--- config.mk ---
export PLATFORM = sky130hd
export DESIGN_NAME = pop_sequence_monitor
export DESIGN_NICKNAME = d
export VERILOG_FILES = /design/src/rtl/pop_sequence_monitor.sv
export SDC_FILE = /design/constraint.sdc
export NUM_CORES = 1
export LEC_CHECK = 0
export CAP_MARGIN = 5
export CORE_MARGIN = 2
export CORE_UTILIZATION = 36
export CTS_CLUSTER_SIZE = 8
export DETAILED_ROUTE_END_ITERATION = 16
export GPL_TIMING_DRIVEN = 0
export PLACE_DENSITY = 0.64
export SYNTH_ARGS = -nofsm -noshare
export SYNTH_HDL_FRONTEND = slang
export SYNTH_SLANG_ARGS = --single-unit
--- constraint.sdc ---
create_clock -name clk_2M5 -period 2.7 [get_ports clk_2M5]
set_input_delay 0.54 -clock clk_2M5 [delete_from_list [all_inputs] [get_ports clk_2M5]]
set_output_delay 0.54 -clock clk_2M5 [all_outputs]
set_load 0.02 [all_outputs]
--- src/rtl/pop_sequence_monitor.sv ---
// -----------------------------------------------------------------------------
// pop_sequence_monitor
//
// Watches the timing signals of a pulsed optically-pumped (POP) sequence and
// measures each phase of one complete cycle:
//
//    pump high -> dark (pump low, MW low) -> MW pulse 1 -> free precession
//    (MW low) -> MW pulse 2 -> gap -> probe high (sample must be seen)
//
// All six durations are counted in clk_2M5 cycles. They are published
// together, with a one-cycle result_valid strobe, only when a cycle completes
// cleanly. Any ordering violation or over-long phase aborts the cycle with a
// one-cycle seq_error strobe and a sticky error_code.
//
// Ports
//    clk_2M5       in   2.5 MHz clock, all logic on its rising edge
//    rst_n         in   synchronous, active-low reset
//    pump          in   pump pulse
//    probe         in   probe pulse
//    MW            in   microwave pulse (two per cycle)
//    sample        in   acquisition window, must be high at some point in probe
//    pump_width    out  cycles pump was high
//    dark_width    out  cycles between pump fall and first MW rise
//    mw1_width     out  cycles first MW pulse was high
//    fp_width      out  cycles between the two MW pulses
//    mw2_width     out  cycles second MW pulse was high
//    probe_width   out  cycles probe was high
//    result_valid  out  one-cycle strobe, all six widths just updated
//    seq_error     out  one-cycle strobe, sequence violation detected
//    error_code    out  code of the latest violation (held):
//                       1 pump rise outside IDLE, 2 early probe rise,
//                       3 misplaced MW rise, 4 timeout, 5 no sample in probe
//    cycle_count   out  number of completed valid cycles (wraps)
// -----------------------------------------------------------------------------
module pop_sequence_monitor #(
   parameter logic [15:0] TIMEOUT = 16'd50000
) (
   input  logic        clk_2M5,
   input  logic        rst_n,
   input  logic        pump,
   input  logic        probe,
   input  logic        MW,
   input  logic        sample,
   output logic [15:0] pump_width,
   output logic [15:0] dark_width,
   output logic [15:0] mw1_width,
   output logic [15:0] fp_width,
   output logic [15:0] mw2_width,
   output logic [15:0] probe_width,
   output logic        result_valid,
   output logic        seq_error,
   output logic [2:0]  error_code,
   output logic [15:0] cycle_count
);

   typedef enum logic [2:0] {
      ST_IDLE,
      ST_PUMP,
      ST_DARK,
      ST_MW1,
      ST_FP,
      ST_MW2,
      ST_WAIT_PROBE,
      ST_PROBE
   } state_t;

   // What the next-state logic decided to do this cycle. Every value other
   // than EV_NONE is a state entry (possibly re-entry of PUMP), so the
   // duration counter restarts on any of them.
   typedef enum logic [2:0] {
      EV_NONE,
      EV_ADVANCE,
      EV_TIMEOUT,
      EV_PUMP_ERR,
      EV_PROBE_ERR,
      EV_MW_ERR,
      EV_DONE_OK,
      EV_DONE_NOSAMPLE
   } event_t;

   localparam int NUM_SHADOW = 5;   // pump, dark, mw1, fp, mw2

   // ------------------------------------------------------------------
   // Input registers and edge detection
   // ------------------------------------------------------------------
   // s_x is the registered input, p_x the copy one cycle older. sample is
   // only ever used as a level, so it has no delayed copy.
   logic [3:0] s_reg;   // {sample, MW, probe, pump}
   logic [2:0] p_reg;   // {MW, probe, pump}

   always_ff @(posedge clk_2M5) begin
      if (!rst_n) begin
         s_reg <= '0;
         p_reg <= '0;
      end else begin
         s_reg <= {sample, MW, probe, pump};
         p_reg <= s_reg[2:0];
      end
   end

   logic s_pump, s_probe, s_mw, s_sample;
   logic p_pump, p_probe, p_mw;

   assign s_pump   = s_reg[0];
   assign s_probe  = s_reg[1];
   assign s_mw     = s_reg[2];
   assign s_sample = s_reg[3];
   assign p_pump   = p_reg[0];
   assign p_probe  = p_reg[1];
   assign p_mw     = p_reg[2];

   logic pump_rise, pump_fall, probe_rise, probe_fall, mw_rise, mw_fall;

   assign pump_rise  =  s_pump  & ~p_pump;
   assign pump_fall  = ~s_pump  &  p_pump;
   assign probe_rise =  s_probe & ~p_probe;
   assign probe_fall = ~s_probe &  p_probe;
   assign mw_rise    =  s_mw    & ~p_mw;
   assign mw_fall    = ~s_mw    &  p_mw;

   // ------------------------------------------------------------------
   // State and datapath registers
   // ------------------------------------------------------------------
   state_t      state_reg;
   state_t      state_next;
   event_t      evt_next;
   logic [15:0] count_reg;
   logic        sample_seen_reg;
   logic        result_valid_reg;
   logic        seq_error_reg;
   logic [2:0]  error_code_reg;
   logic [15:0] cycle_count_reg;
   logic [15:0] probe_width_reg;

   // Decoded actions (output process)
   logic [NUM_SHADOW-1:0] shadow_we;
   logic                  result_fire;
   logic                  error_fire;
   logic [2:0]            error_code_next;
   logic                  count_load;

   // ------------------------------------------------------------------
   // FSM process 1: state register
   // ------------------------------------------------------------------
   always_ff @(posedge clk_2M5) begin
      if (!rst_n) begin
         state_reg <= ST_IDLE;
      end else begin
         state_reg <= state_next;
      end
   end

   // ------------------------------------------------------------------
   // FSM process 2: next state
   // ------------------------------------------------------------------
   // Checks are ordered by priority: timeout, pump rise, probe rise,
   // MW rise, then the normal per-state advance (MW fall / probe fall).
   logic early_state;     // states before WAIT_PROBE where probe must stay low
   logic mw_rise_ok;      // states where a MW rise is the expected event
   logic probe_done;      // the cycle-closing probe fall
   logic sample_ok;

   assign early_state = (state_reg == ST_PUMP) || (state_reg == ST_DARK) ||
                        (state_reg == ST_MW1)  || (state_reg == ST_FP)   ||
                        (state_reg == ST_MW2);
   assign mw_rise_ok  = (state_reg == ST_DARK) || (state_reg == ST_FP);
   assign probe_done  = (state_reg == ST_PROBE) && probe_fall;
   // The probe-fall cycle itself is still a PROBE cycle, so its sample
   // level counts too.
   assign sample_ok   = sample_seen_reg | s_sample;

   always_comb begin
      state_next = state_reg;
      evt_next   = EV_NONE;
      if ((state_reg != ST_IDLE) && (count_reg >= TIMEOUT)) begin
         evt_next   = EV_TIMEOUT;
         state_next = ST_IDLE;
      end else if (state_reg == ST_IDLE) begin
         if (pump_rise) begin
            evt_next   = EV_ADVANCE;
            state_next = ST_PUMP;
         end
      end else if (pump_rise && !probe_done) begin
         // A new pump pulse aborts the current cycle but is itself measured.
         evt_next   = EV_PUMP_ERR;
         state_next = ST_PUMP;
      end else if (probe_rise && early_state) begin
         evt_next   = EV_PROBE_ERR;
         state_next = ST_IDLE;
      end else if (mw_rise && !mw_rise_ok) begin
         evt_next   = EV_MW_ERR;
         state_next = ST_IDLE;
      end else begin
         case (state_reg)
            ST_PUMP: begin
               if (pump_fall) begin
                  evt_next   = EV_ADVANCE;
                  state_next = ST_DARK;
               end
            end
            ST_DARK: begin
               if (mw_rise) begin
                  evt_next   = EV_ADVANCE;
                  state_next = ST_MW1;
               end
            end
            ST_MW1: begin
               if (mw_fall) begin
                  evt_next   = EV_ADVANCE;
                  state_next = ST_FP;
               end
            end
            ST_FP: begin
               if (mw_rise) begin
                  evt_next   = EV_ADVANCE;
                  state_next = ST_MW2;
               end
            end
            ST_MW2: begin
               if (mw_fall) begin
                  evt_next   = EV_ADVANCE;
                  state_next = ST_WAIT_PROBE;
               end
            end
            ST_WAIT_PROBE: begin
               if (probe_rise) begin
                  evt_next   = EV_ADVANCE;
                  state_next = ST_PROBE;
               end
            end
            ST_PROBE: begin
               if (probe_fall) begin
                  evt_next   = sample_ok ? EV_DONE_OK : EV_DONE_NOSAMPLE;
                  // Back-to-back cycles: a pump rise on the closing probe
                  // fall starts the next measurement directly.
                  state_next = pump_rise ? ST_PUMP : ST_IDLE;
               end
            end
            default: begin
               state_next = ST_IDLE;
            end
         endcase
      end
   end

   // ------------------------------------------------------------------
   // FSM process 3: output decode
   // ------------------------------------------------------------------
   always_comb begin
      shadow_we       = '0;
      result_fire     = 1'b0;
      error_fire      = 1'b0;
      error_code_next = error_code_reg;
      case (evt_next)
         EV_ADVANCE: begin
            // Leaving a measured phase stores its duration.
            case (state_reg)
               ST_PUMP: shadow_we[0] = 1'b1;
               ST_DARK: shadow_we[1] = 1'b1;
               ST_MW1:  shadow_we[2] = 1'b1;
               ST_FP:   shadow_we[3] = 1'b1;
               ST_MW2:  shadow_we[4] = 1'b1;
               default: shadow_we    = '0;
            endcase
         end
         EV_TIMEOUT: begin
            error_fire      = 1'b1;
            error_code_next = 3'd4;
         end
         EV_PUMP_ERR: begin
            error_fire      = 1'b1;
            error_code_next = 3'd1;
         end
         EV_PROBE_ERR: begin
            error_fire      = 1'b1;
            error_code_next = 3'd2;
         end
         EV_MW_ERR: begin
            error_fire      = 1'b1;
            error_code_next = 3'd3;
         end
         EV_DONE_OK: begin
            result_fire = 1'b1;
         end
         EV_DONE_NOSAMPLE: begin
            error_fire      = 1'b1;
            error_code_next = 3'd5;
         end
         default: begin
            error_fire = 1'b0;
         end
      endcase
   end

   assign count_load = (evt_next != EV_NONE);

   // ------------------------------------------------------------------
   // Duration counter and sample tracking
   // ------------------------------------------------------------------
   // Counter is 1 in the first cycle of a state, so on the cycle the exit
   // edge is seen it equals the number of cycles the phase level was held
   // at the input register.
   always_ff @(posedge clk_2M5) begin
      if (!rst_n) begin
         count_reg       <= '0;
         sample_seen_reg <= 1'b0;
      end else begin
         if (count_load) begin
            count_reg <= 16'd1;
         end else if (count_reg != 16'hFFFF) begin
            count_reg <= count_reg + 16'd1;
         end

         if (count_load) begin
            sample_seen_reg <= 1'b0;
         end else if ((state_reg == ST_PROBE) && s_sample) begin
            sample_seen_reg <= 1'b1;
         end
      end
   end

   // ------------------------------------------------------------------
   // Shadow registers and published widths for the five pre-probe phases
   // ------------------------------------------------------------------
   // Shadows fill in as the cycle progresses; the visible widths only
   // change together when a cycle closes cleanly, so an aborted cycle
   // never leaks partial results.
   logic [15:0] slot_width [0:NUM_SHADOW-1];

   genvar gi;
   generate
      for (gi = 0; gi < NUM_SHADOW; gi++) begin : g_slot
         logic [15:0] shadow_reg;
         logic [15:0] width_reg;

         always_ff @(posedge clk_2M5) begin
            if (!rst_n) begin
               shadow_reg <= '0;
               width_reg  <= '0;
            end else begin
               if (shadow_we[gi]) begin
                  shadow_reg <= count_reg;
               end
               if (result_fire) begin
                  width_reg <= shadow_reg;
               end
            end
         end

         assign slot_width[gi] = width_reg;
      end
   endgenerate

   // ------------------------------------------------------------------
   // Probe width, strobes, error code and cycle counter
   // ------------------------------------------------------------------
   // Probe width needs no shadow: its duration is final on the very cycle
   // the result is published.
   always_ff @(posedge clk_2M5) begin
      if (!rst_n) begin
         probe_width_reg  <= '0;
         result_valid_reg <= 1'b0;
         seq_error_reg    <= 1'b0;
         error_code_reg   <= '0;
         cycle_count_reg  <= '0;
      end else begin
         result_valid_reg <= result_fire;
         seq_error_reg    <= error_fire;
         error_code_reg   <= error_code_next;
         if (result_fire) begin
            probe_width_reg <= count_reg;
            cycle_count_reg <= cycle_count_reg + 16'd1;
         end
      end
   end

   assign pump_width   = slot_width[0];
   assign dark_width   = slot_width[1];
   assign mw1_width    = slot_width[2];
   assign fp_width     = slot_width[3];
   assign mw2_width    = slot_width[4];
   assign probe_width  = probe_width_reg;
   assign result_valid = result_valid_reg;
   assign seq_error    = seq_error_reg;
   assign error_code   = error_code_reg;
   assign cycle_count  = cycle_count_reg;

endmodule
==> summary.txt, run 1 <==
Drt
  • Routed Antenna Nets: 0
  • Drt first pass iters: 5
  • Via density: 4.902
  • WL final: 23.50 mm
  • DR DRC count: 0
  • Routed WL per cell: 16.05 um
  • Via Count: 7176
  • Initial DRC Count: 400

Worst setup path
  • CP most frequent cell: buf_4
  • Critical Path Sink Type: register
  • Max incr delay on CP: 0.39 ns
  • CP arrival: 3.09 ns
  • R2R Path End: g_slot[4].shadow_reg[14]$_SDFFE_PN0P_
  • CP startpoint kind: register
  • Crit Path Class: register to register
  • Critical path data required time: 3.16 ns
  • Slowest CP cell: a2111oi_4
  • Logic depth of the worst register-to-register path: 9
  • CP max FO: 10
  • CP Launch Point: state_reg[1]$_SDFFE_PP0P_
  • FF-to-FF setup slack: 0.07 ns
  • Reg-to-reg startpoint: state_reg[1]$_SDFFE_PP0P_
  • CP cell instances: buf_2 -> clkbuf_1 -> a2111oi_4 -> a311oi_2 -> buf_4 -> o31a_1 -> nor3_4 -> buf_4 -> mux2i_1
  • CP delay by family, top: buffers and inverters
  • Buf/Inv on CP: 4

STA
  • Setup Skew: 0.008521 ns
  • RSZ-0062 raised after global routing: yes
  • Max_slew headroom: 0.5377
  • Final min period: 2.633 ns
  • Final Cycle Share: 0.9751
  • Post-route setup TNS: 0 ns
  • Max Clk Rate: 379.8 MHz
  • Fin. Hold Viols: 0
  • # setup viols final: 0
  • Max Transition Viols Final: 0
  • Worst-Margin Slew: 0.6935 ns

Global route
  • Gr ovfl total: 0
  • GR Util met2: 0.3004
  • Initial antenna violation count: 0
  • Met3 usage: 0.03203
  • First-pass GRT wire length: 36.55 mm
  • Busiest layer in global routing: met2
  • Largest net degree at the start of global routing: 17
  • Vias in the first global route: 6797
  • Met1 Usage GRT: 0.2544
  • Global Route Usage Sum: 0.1866

Clock network
  • H-tree levels: 1
  • Cts bufs inserted: 31
  • TritonCTS clock tree: done
  • Clk buf depth: 3
  • Clock transition at path regs: 0.05 ns
  • CTS Root Cell: clkbuf_16
  • Clock sink count: 224
  • Hold Buf Count CTS: 0
  • Clock latency on the worst-skew pair: 0.54 ns

Yosys
  • Yosys reg bits: 224
  • Synth Area in Simple Gates: 0.2183
  • Seq/Total Area, Yosys: 0.5244
  • Top-count cell post-synth: nand2_1
  • Post-synth top area cell: dfxtp_1
  • Top post-synthesis cells by area: dfxtp_1 (52%), nand2_1 (14%), mux2i_1 (9.8%), a21oi_1 (6.1%), clkbuf_1 (2.1%)
  • Asr flop ratio synth: 0
  • Post-synth top area share: 0.5244
  • Synth Area in XOR/XNOR: 0.02458
  • Number of flops mapped to enable cells by yosys: 0
  • Synth Instances: 982
  • Largest family of logic cells by synthesized area: simple AND/OR/NAND/NOR gates
  • Post-synthesis compound-gate area fraction: 0.09189
  • Multiplexer share of the synthesized area: 0.09833
  • Synth Area in Adders: 0.004390
  • Area of the mapped netlist: 8551 sq um
  • Yosys Warn Count: 0
  • Netlist cell types: 56
  • Synth cell count leaders: nand2_1 (312), dfxtp_1 (224), a21oi_1 (105), mux2i_1 (84), clkbuf_1 (48)
  • Syn Nets: 991
  • Dominant synthesized flop cell: dfxtp_1
  • Average size of a mapped cell: 8.707 sq um

Floorplanning
  • Chip height: 158.1 um
  • Horiz. Die Dim: 158.1 um
  • Initial Util: 0.3654
  • Core area: 23400 sq um
  • # IOs: 123
  • Die area: 25000 sq um
  • Row count: 56

Cells and area
  • Largest register FFs: 80
  • Nets: 1155
  • Area Growth Syn to Fin: 30.76%
  • # diodes: 0
  • Fillers: 2262
  • Share of cells above drive strength 1: 0.07948

Hold path
  • Worst Hold Depth: 2
  • Min-delay src: g_slot[3].shadow_reg[0]$_SDFFE_PN0P_
  • Worst Hold Path EP: fp_width[0]$_SDFFE_PN0P_
  • Hold Crit Class: register to register

Placement
  • Number of buffers added on ports: 121
  • GPL Wtd Cong: 0.8434
  • Final HPWL DP: 16.09 mm

Pwr
  • Power per cell area: 615.6 nW/um^2
  • LEAKAGE: 3.810 nW
  • Total power: 6.883 mW
  • Worst vdd ir: 0.0004389 V

Job
  • # Max-Cap Violations: 0

Run status
  • Outcome: complete, no violations
==> metal layers <==
layer | vias up | wire (um)
li1 | 3582 | -
met3 | 41 | 1140
met4 | 0 | 632
met2 | 161 | 10640
met5 | - | 0
met1 | 3392 | 11090
==> worst max path at each step <==
stage	end	slack [ns]	cells past startpoint
2_1_floorplan	g_slot[2].shadow_reg[13]$_SDFFE_PN0P_	0.11	8
3_3_place_gp	error_code[1]$_SDFFE_PN0P_	-0.83	9
3_5_place_dp	error_code[0]$_SDFFE_PN0P_	-0.86	9
4_1_cts	count_reg[2]$_SDFFE_PP0P_	0.006	9
5_1_grt	g_slot[4].shadow_reg[12]$_SDFFE_PN0P_	-0.04	9
6_report	g_slot[4].shadow_reg[14]$_SDFFE_PN0P_	0.07	9
==> layout make-up <==
| type | count | area [sq um] | share of cell area |
|---|---|---|---|
| Buffer | 66 | 307.8 | 0.02753 |
| Clock buffer | 31 | 775.7 | 0.06938 |
| Clock inverter | 1 | 20.02 | 0.001791 |
| Inverter | 8 | 30.03 | 0.002686 |
| Multi-Input combinational cell | 682 | 3849 | 0.3442 |
| Sequential cell | 224 | 4486 | 0.4012 |
| Tap cell | 319 | 399.1 | 0.03570 |
| Timing Repair Buffer | 133 | 1314 | 0.1175 |
==> worst min-delay path, cell delays in order, from the launching register on <==
cell     delay, ns
dfxtp_1       0.31
nand2_1       0.05
a21oi_1       0.05
==> per-stage QoR <==
stage	utilization	area (sq um)	setup WS, ns	hold WS [ns]	cells
floorplan	-	8551	0.1124	0.4321	982
global route	0.4778	11180	-0.04462	0.4655	1464
finish	0.4778	11180	0.06718	0.4509	1464
CTS	0.4749	11110	0.006287	0.4515	1463
detailed placement	0.4342	10160	-0.8647	0.4459	1422
global placement	0.4342	10160	-0.8289	0.4435	1422
==> power breakdown <==
group          internal (mW)  switching, mW
logic                 0.0694          0.155
registers               3.33         0.0138
clock network           2.00           1.32
==> cell families after synthesis <==
logic type	Yosys count
flip-flops	224
buffers and inverters	76
multiplexers	84
AO/OA/AOI/OAI	138
XOR/XNOR	24
adder cells (fa/ha/maj)	3
AND/OR/NAND/NOR	433
==> what timing repair did <==
action | in CTS | in global routing
pin swaps | 6 | 3
endpoints found under the setup margin | 190 | 177
setup buffers | 9 | 3
resized for setup | 16 | 19
==> placed cells by master (no fill, tap or decap), types with 3 or more instances in the layout <==
master | Yosys | routed
and2_1 | 7 | 7
o21ai_0 | 4 | 4
mux2i_1 | 84 | 84
nand2_1 | 312 | 311
nor4_1 | 12 | 11
nand3_1 | 18 | 17
o31a_1 | 3 | 3
o21a_1 | 3 | 3
nor2b_1 | 5 | 5
clkbuf_1 | 48 | 39
clkbuf_2 | 0 | 7
buf_2 | 14 | 11
a21oi_1 | 105 | 105
nor3_1 | 4 | 4
clkdlybuf4s50_1 | 0 | 121
clkbuf_16 | 0 | 31
dfxtp_1 | 224 | 223
ha_1 | 3 | 3
o22ai_1 | 3 | 3
xor2_1 | 10 | 10
inv_1 | 7 | 7
nand4_1 | 6 | 6
nand2b_1 | 10 | 10
buf_4 | 4 | 16
nor2_1 | 39 | 37
xnor2_1 | 14 | 14
Note: power is estimated with default switching activity, not from simulation.
==> run 2: changes to the inputs <==
--- a/config.mk
+++ b/config.mk
@@ -12,6 +12,7 @@
 export DETAILED_ROUTE_END_ITERATION = 16
 export GPL_TIMING_DRIVEN = 0
 export PLACE_DENSITY = 0.64
+export SKIP_CTS_REPAIR_TIMING = 1
 export SYNTH_ARGS = -nofsm -noshare
 export SYNTH_HDL_FRONTEND = slang
 export SYNTH_SLANG_ARGS = --single-unit
==> run 2 against run 1 <==
Compared with the run above: sequential power about the same; first-iteration DRC count is 6.3% lower; utilization barely moved; clock power about the same; fmax up 0.53%; highest routed layer unchanged.
==> summary.txt, run 2 (same netlist as run 1, synthesis figures left out) <==
STA
  • Worst-Margin Slew: 0.6651 ns (-0.02839 ns)
  • Final min period: 2.619 ns (-0.01397 ns)
  • Max_slew headroom: 0.5566 (+0.01893)
  • Setup Skew: 0.007298 ns (-0.001223 ns)
  • Max Transition Viols Final: 0 (unchanged)
  • Final Cycle Share: 0.9699 (-0.005175)
  • Final worst slack: 0.08115 ns (+0.01397 ns)
  • Fin. Hold Viols: 0 (unchanged)
  • Hold_ws: 0.4510 ns (+0.0001310 ns)
  • # setup viols final: 0 (unchanged)
  • Max Clk Rate: 381.8 MHz (+0.53%)

Cells and area
  • Non-filler instance count after layout: 1468 (+0.27%)
  • # diodes: 0 (unchanged)
  • Nets: 1159 (+0.35%)
  • Most common cell after layout, fill and taps aside: nand2_1
  • Area Growth Syn to Fin: 30.86% (about the same)
  • Share of cells above drive strength 1: 0.08442 (+0.004945)
  • Commonest non-fill, non-tap cells in the layout: nand2_1 (311), dfxtp_1 (223), clkdlybuf4s50_1 (121)
  • Fillers: 2284 (+0.97%)
  • Reg area: 4486 sq um (unchanged)
  • Largest register FFs: 80 (unchanged)
  • Multi-input logic area: 3822 sq um (-0.68%)
  • Design area: 11190 sq um (about the same)

Drt
  • Routed WL per cell: 15.93 um (-0.79%)
  • Initial DRC Count: 375 (-6.3%)
  • Via Count: 7207 (+0.43%)
  • DR DRC count: 0 (unchanged)
  • WL final: 23.38 mm (-0.51%)
  • Drt first pass iters: 5 (unchanged)
  • Routed Antenna Nets: 0 (unchanged)
  • Via density: 4.909 (+0.16%)

Placement
  • Final HPWL DP: 16.09 mm (unchanged)
  • Number of buffers added on ports: 121 (unchanged)
  • Placed Cells: 1422 (unchanged)
  • GPL Wtd Cong: 0.8434 (unchanged)
  • Setup Slack @ Placement: -0.8647 ns (unchanged)
  • Cell Area, Placed: 10160 sq um (unchanged)

Clock network
  • CTS Root Cell: clkbuf_16
  • Cts bufs inserted: 31 (unchanged)
  • TritonCTS clock tree: done
  • Clock transition at path regs: 0.05 ns (about the same)
  • Clk buf depth: 3 (unchanged)
  • Clock latency on the worst-skew pair: 0.54 ns (about the same)
  • H-tree levels: 1 (unchanged)
  • Clock sink count: 224 (unchanged)

Floorplanning
  • Chip height: 158.1 um (unchanged)
  • Horiz. Die Dim: 158.1 um (unchanged)
  • # IOs: 123 (unchanged)
  • Row count: 56 (unchanged)
  • Die area: 25000 sq um (unchanged)
  • Initial Util: 0.3654 (unchanged)
  • Core area: 23400 sq um (unchanged)

Worst setup path
  • CP max FO: 10 (unchanged)
  • Logic depth of the worst register-to-register path: 10 (+1)
  • Crit Path Class: register to register
  • FF-to-FF setup slack: 0.08 ns (about the same)
  • Critical path data required time: 3.16 ns (about the same)
  • Reg-to-reg startpoint: state_reg[1]$_SDFFE_PP0P_
  • CP arrival: 3.08 ns (about the same)
  • CP startpoint kind: register
  • Critical Path Sink Type: register
  • R2R Path End: g_slot[2].shadow_reg[7]$_SDFFE_PN0P_

Job
  • # Max-Cap Violations: 0 (unchanged)

Hold path
  • Worst Hold Path EP: mw2_width[10]$_SDFFE_PN0P_
  • Worst Hold Depth: 2 (unchanged)
  • Min-delay src: mw2_width[10]$_SDFFE_PN0P_
  • Hold Crit Class: register to register

Global route
  • Vias in the first global route: 6711 (-1.3%)
  • Initial antenna violation count: 0 (unchanged)
  • Largest net degree at the start of global routing: 17 (unchanged)
  • Gr ovfl total: 0 (unchanged)
  • Global Route Usage Sum: 0.1841 (-0.002507)
  • First-pass GRT wire length: 36.05 mm (-1.4%)

Pwr
  • LEAKAGE: 3.847 nW (+0.96%)
  • Worst vdd ir: 0.0004385 V (-0.11%)
  • Total power: 6.870 mW (-0.18%)
  • Power per cell area: 614.0 nW/um^2 (-0.26%)

Run status
  • Outcome: complete, no violations
-- run 2: final cells by class --
cell class,count,area share
Sequential cell,224,0.4009
Clock inverter,1,0.001789
Multi-Input combinational cell,682,0.3416
Clock buffer,31,0.06933
Buffer,64,0.02773
Timing Repair Buffer,139,0.1203
Tap cell,319,0.03567
Inverter,8,0.002684
-- run 2: layer usage --
| metal | track usage | wire, um |
|---|---|---|
| met3 | 0.02902 | 1287 |
| met4 | 0.06178 | 606 |
| met5 | 0 | 0 |
| met1 | 0.2535 | 10830 |
| met2 | 0.2948 | 10660 |
-- run 2: critical path: stages (launching register included) --
cell	delay (ns)
dfxtp_1	0.29
buf_2	0.18
nand2_2	0.12
or4_1	0.54
a311oi_4	0.30
buf_4	0.17
a21oi_4	0.10
nor4_4	0.26
buf_4	0.19
buf_6	0.18
mux2i_1	0.20
-- run 2: worst max path at each step --
stage	start	endpoint	slack, ns	cells after the start
after floorplan	state_reg[1]$_SDFFE_PP0P_	g_slot[2].shadow_reg[13]$_SDFFE_PN0P_	0.11	8
after global placement	count_reg[4]$_SDFFE_PP0P_	error_code[1]$_SDFFE_PN0P_	-0.83	9
after detailed placement	count_reg[11]$_SDFFE_PP0P_	error_code[0]$_SDFFE_PN0P_	-0.86	9
after CTS	count_reg[4]$_SDFFE_PP0P_	error_code[0]$_SDFFE_PN0P_	-0.87	9
after global routing	count_reg[11]$_SDFFE_PP0P_	pump_width[5]$_SDFFE_PN0P_	-0.02	10
final	state_reg[1]$_SDFFE_PP0P_	g_slot[2].shadow_reg[7]$_SDFFE_PN0P_	0.08	10
-- run 2: stage by stage --
step,TNS (ns),util
after floorplan,0,-
after global placement,-90.06,0.4342
after detailed placement,-93.67,0.4342
after CTS,-94.13,0.4682
after global routing,-0.03201,0.4781
final,0,0.4781
-- run 2: report_power, final --
| group | total [mW] | internal [mW] | leakage [nW] | switching, mW |
|---|---|---|---|---|
| Sequential | 3.34 | 3.33 | 1.81 | 0.0136 |
| Clock | 3.31 | 2.00 | 0.392 | 1.31 |
| Combinational | 0.218 | 0.0668 | 1.65 | 0.151 |
==> run 3: changes to the inputs <==
--- a/config.mk
+++ b/config.mk
@@ -10,8 +10,7 @@
 export CORE_UTILIZATION = 36
 export CTS_CLUSTER_SIZE = 8
 export DETAILED_ROUTE_END_ITERATION = 16
-export GPL_TIMING_DRIVEN = 0
-export PLACE_DENSITY = 0.64
+export PLACE_DENSITY = 0.71
 export SKIP_CTS_REPAIR_TIMING = 1
 export SYNTH_ARGS = -nofsm -noshare
 export SYNTH_HDL_FRONTEND = slang
==> constraint.sdc (replaced) <==
create_clock -name clk_2M5 -period 2.7 [get_ports clk_2M5]
set_input_delay 0.81 -clock clk_2M5 [delete_from_list [all_inputs] [get_ports clk_2M5]]
set_output_delay 0.81 -clock clk_2M5 [all_outputs]
set_load 0.02 [all_outputs]
==> run 3 against run 2 <==
Compared with the run above: wire length fell by 5.1%; clock-buffer cell count rose by 5; global-route usage fell by 0.84 points; sequential share of layout area fell by 0.20 points; power rose by 5.1%; clock skew rose by 0.024 ns; clock power rose by 11%; critical path type unchanged; largest cell class unchanged.
==> summary.txt, run 3 (same netlist as run 1, synthesis figures left out) <==
Floorplanning
  • Row count: 56 (unchanged)
  • Horiz. Die Dim: 158.1 um (unchanged)
  • Initial Util: 0.3654 (unchanged)
  • Chip height: 158.1 um (unchanged)
  • Die area: 25000 sq um (unchanged)
  • # IOs: 123 (unchanged)
  • Core area: 23400 sq um (unchanged)

Global route
  • Largest net degree at the start of global routing: 68 (+51)
  • Global Route Usage Sum: 0.1757 (-0.008423)
  • Vias in the first global route: 6781 (+1.0%)
  • Gr ovfl total: 0 (unchanged)
  • First-pass GRT wire length: 34.85 mm (-3.3%)
  • Initial antenna violation count: 0 (unchanged)

Worst setup path
  • Critical path data required time: 3.11 ns (-0.05 ns)
  • R2R Path End: fp_width[15]$_SDFFE_PN0P_
  • CP Launch Point: s_reg[1]$_SDFF_PN0_
  • FF-to-FF setup slack: 0.21 ns (+0.13 ns)
  • CP startpoint kind: register
  • Logic depth of the worst register-to-register path: 8 (-2)
  • CP arrival: 2.90 ns (-0.18 ns)
  • Critical Path Sink Type: register
  • Reg-to-reg startpoint: s_reg[1]$_SDFF_PN0_
  • Crit Path Class: register to register
  • CP max FO: 56 (+46)

Cells and area
  • Commonest non-fill, non-tap cells in the layout: nand2_1 (312), dfxtp_1 (224), clkdlybuf4s50_1 (121)
  • Largest register FFs: 80 (unchanged)
  • Area Growth Syn to Fin: 31.49%
  • Nets: 1124 (-3.0%)
  • Share of cells above drive strength 1: 0.08326 (-0.001163)
  • # diodes: 0 (unchanged)
  • Non-filler instance count after layout: 1436 (-2.2%)
  • Most common cell after layout, fill and taps aside: nand2_1

Drt
  • Via Count: 7065 (-2.0%)
  • Initial DRC Count: 469 (+25%)
  • Routed WL per cell: 15.46 um (-2.9%)
  • Routed Antenna Nets: 0 (unchanged)
  • DR DRC count: 0 (unchanged)
  • WL final: 22.20 mm (-5.1%)
  • Drt first pass iters: 5 (unchanged)
  • Via density: 4.920 (+0.21%)

STA
  • Final worst slack: 0.2066 ns (+0.1255 ns)
  • Max_slew headroom: 0.4683 (-0.08835)
  • Setup Skew: 0.03112 ns (+0.02382 ns)
  • Final Cycle Share: 0.9235 (-0.04648)
  • Worst-Margin Slew: 0.7967 ns (+0.1317 ns)
  • RSZ-0062 raised after global routing: no
  • Final min period: 2.493 ns (-0.1255 ns)
  • Fin. Hold Viols: 0 (unchanged)
  • Max Transition Viols Final: 0 (unchanged)
  • Max Clk Rate: 401.1 MHz (+5.0%)
  • # setup viols final: 0 (unchanged)

Hold path
  • Hold Crit Class: register to register
  • Min-delay src: g_slot[1].shadow_reg[2]$_SDFFE_PN0P_
  • Worst Hold Path EP: dark_width[2]$_SDFFE_PN0P_
  • Worst Hold Depth: 2 (unchanged)

Pwr
  • Clock power share: 0.508 (+0.026)
  • Net Sw Power: 1.518 mW (+2.7%)
  • Worst vdd ir: 0.0003588 V (-18%)
  • Int Power: 5.702 mW (+5.7%)
  • Share of power burned in combinational logic: 0.030 (-0.002)
  • Power per cell area: 642.2 nW/um^2 (+4.6%)
  • LEAKAGE: 3.896 nW (+1.3%)
  • Switching Share: 0.2103 (-0.004888)
  • Sequential Power Share: 0.462 (-0.024)

Placement
  • Final HPWL DP: 14.61 mm (-9.2%)
  • Placed Cells: 1395 (-1.9%)
  • Number of buffers added on ports: 122 (+0.83%)
  • Setup Slack @ Placement: 0.008036 ns (+0.8727 ns)
  • GPL Wtd Cong: 0.8184 (-3.0%)

Clock network
  • CTS Root Cell: clkbuf_16
  • Cts bufs inserted: 34 (+9.7%)
  • TritonCTS clock tree: done
  • Clock transition at path regs: 0.05 ns (about the same)
  • Clock sink count: 224 (unchanged)
  • H-tree levels: 2 (+1)
  • Clock latency on the worst-skew pair: 0.50 ns (-0.04 ns)
  • Clk buf depth: 3 (unchanged)

Job
  • # Max-Cap Violations: 0 (unchanged)

Run status
  • Outcome: complete, no violations
[run 3: changes by cell type in the layout (fill, tap and decap cells not counted), sizes merged]
| cell | previous run | this run |
|---|---|---|
| buf | 35 | 43 |
| clkbuf | 78 | 36 |
| inv | 9 | 8 |
| nor2 | 39 | 40 |
| clkinv | 0 | 2 |
[run 3: critical path, cell delays in order, from the launching register on]
cell and delay, ns:
dfxtp_1 0.33, nand3b_1 0.18, or4_1 0.42, a311oi_2 0.39
buf_4 0.29, or2_4 0.26, buf_12 0.26, nand2_1 0.09
a21oi_1 0.15
[run 3: power groups by stage]
stage	sequential [mW]	combinational (mW)	clock, mW
2_1_floorplan	3.40	0.139	0
3_3_place_gp	3.40	0.215	0
3_5_place_dp	3.40	0.216	0
4_1_cts	3.34	0.216	3.73
5_1_grt	3.33	0.237	3.88
6_report	3.34	0.217	3.66
[run 3: worst max-delay path by stage]
stage / cells after the start / end / slack (ns)
2_1_floorplan: 8 / g_slot[2].shadow_reg[13]$_SDFFE_PN0P_ / 0.11
3_3_place_gp: 9 / mw2_width[0]$_SDFFE_PN0P_ / 0.03
3_5_place_dp: 6 / g_slot[3].shadow_reg[7]$_SDFFE_PN0P_ / 0.008
4_1_cts: 6 / g_slot[4].shadow_reg[3]$_SDFFE_PN0P_ / -0.05
5_1_grt: 8 / fp_width[15]$_SDFFE_PN0P_ / 0.04
6_report: 8 / fp_width[15]$_SDFFE_PN0P_ / 0.21
[run 3: stage by stage]
stage	area [sq um]	utilization	hold WS, ns	total power [mW]	TNS [ns]
floorplan	8551	-	0.4321	3.540	0
global placement	10280	0.4395	0.4414	3.616	0
detailed placement	10280	0.4395	0.4453	3.617	0
CTS	11190	0.4782	0.4520	7.280	-0.1073
global route	11240	0.4804	0.4629	7.454	0
finish	11240	0.4804	0.4476	7.220	0
[run 3: final cells by class]
| class | instances | area [sq um] |
|---|---|---|
| sequential | 224 | 4484 |
| multi-input combinational | 683 | 3762 |
| fill | 2294 | 12160 |
| clock inverter | 2 | 17.52 |
| tap | 319 | 399.1 |
| inverter | 8 | 31.28 |
| timing repair buffer | 164 | 1659 |
| clock buffer | 36 | 889.6 |
[run 3: per-layer routing]
layer	GRT usage	routed length [um]
met5	0	0
met2	0.2915	10500
met1	0.2310	10180
met3	0.02874	1035
met4	0.06349	489
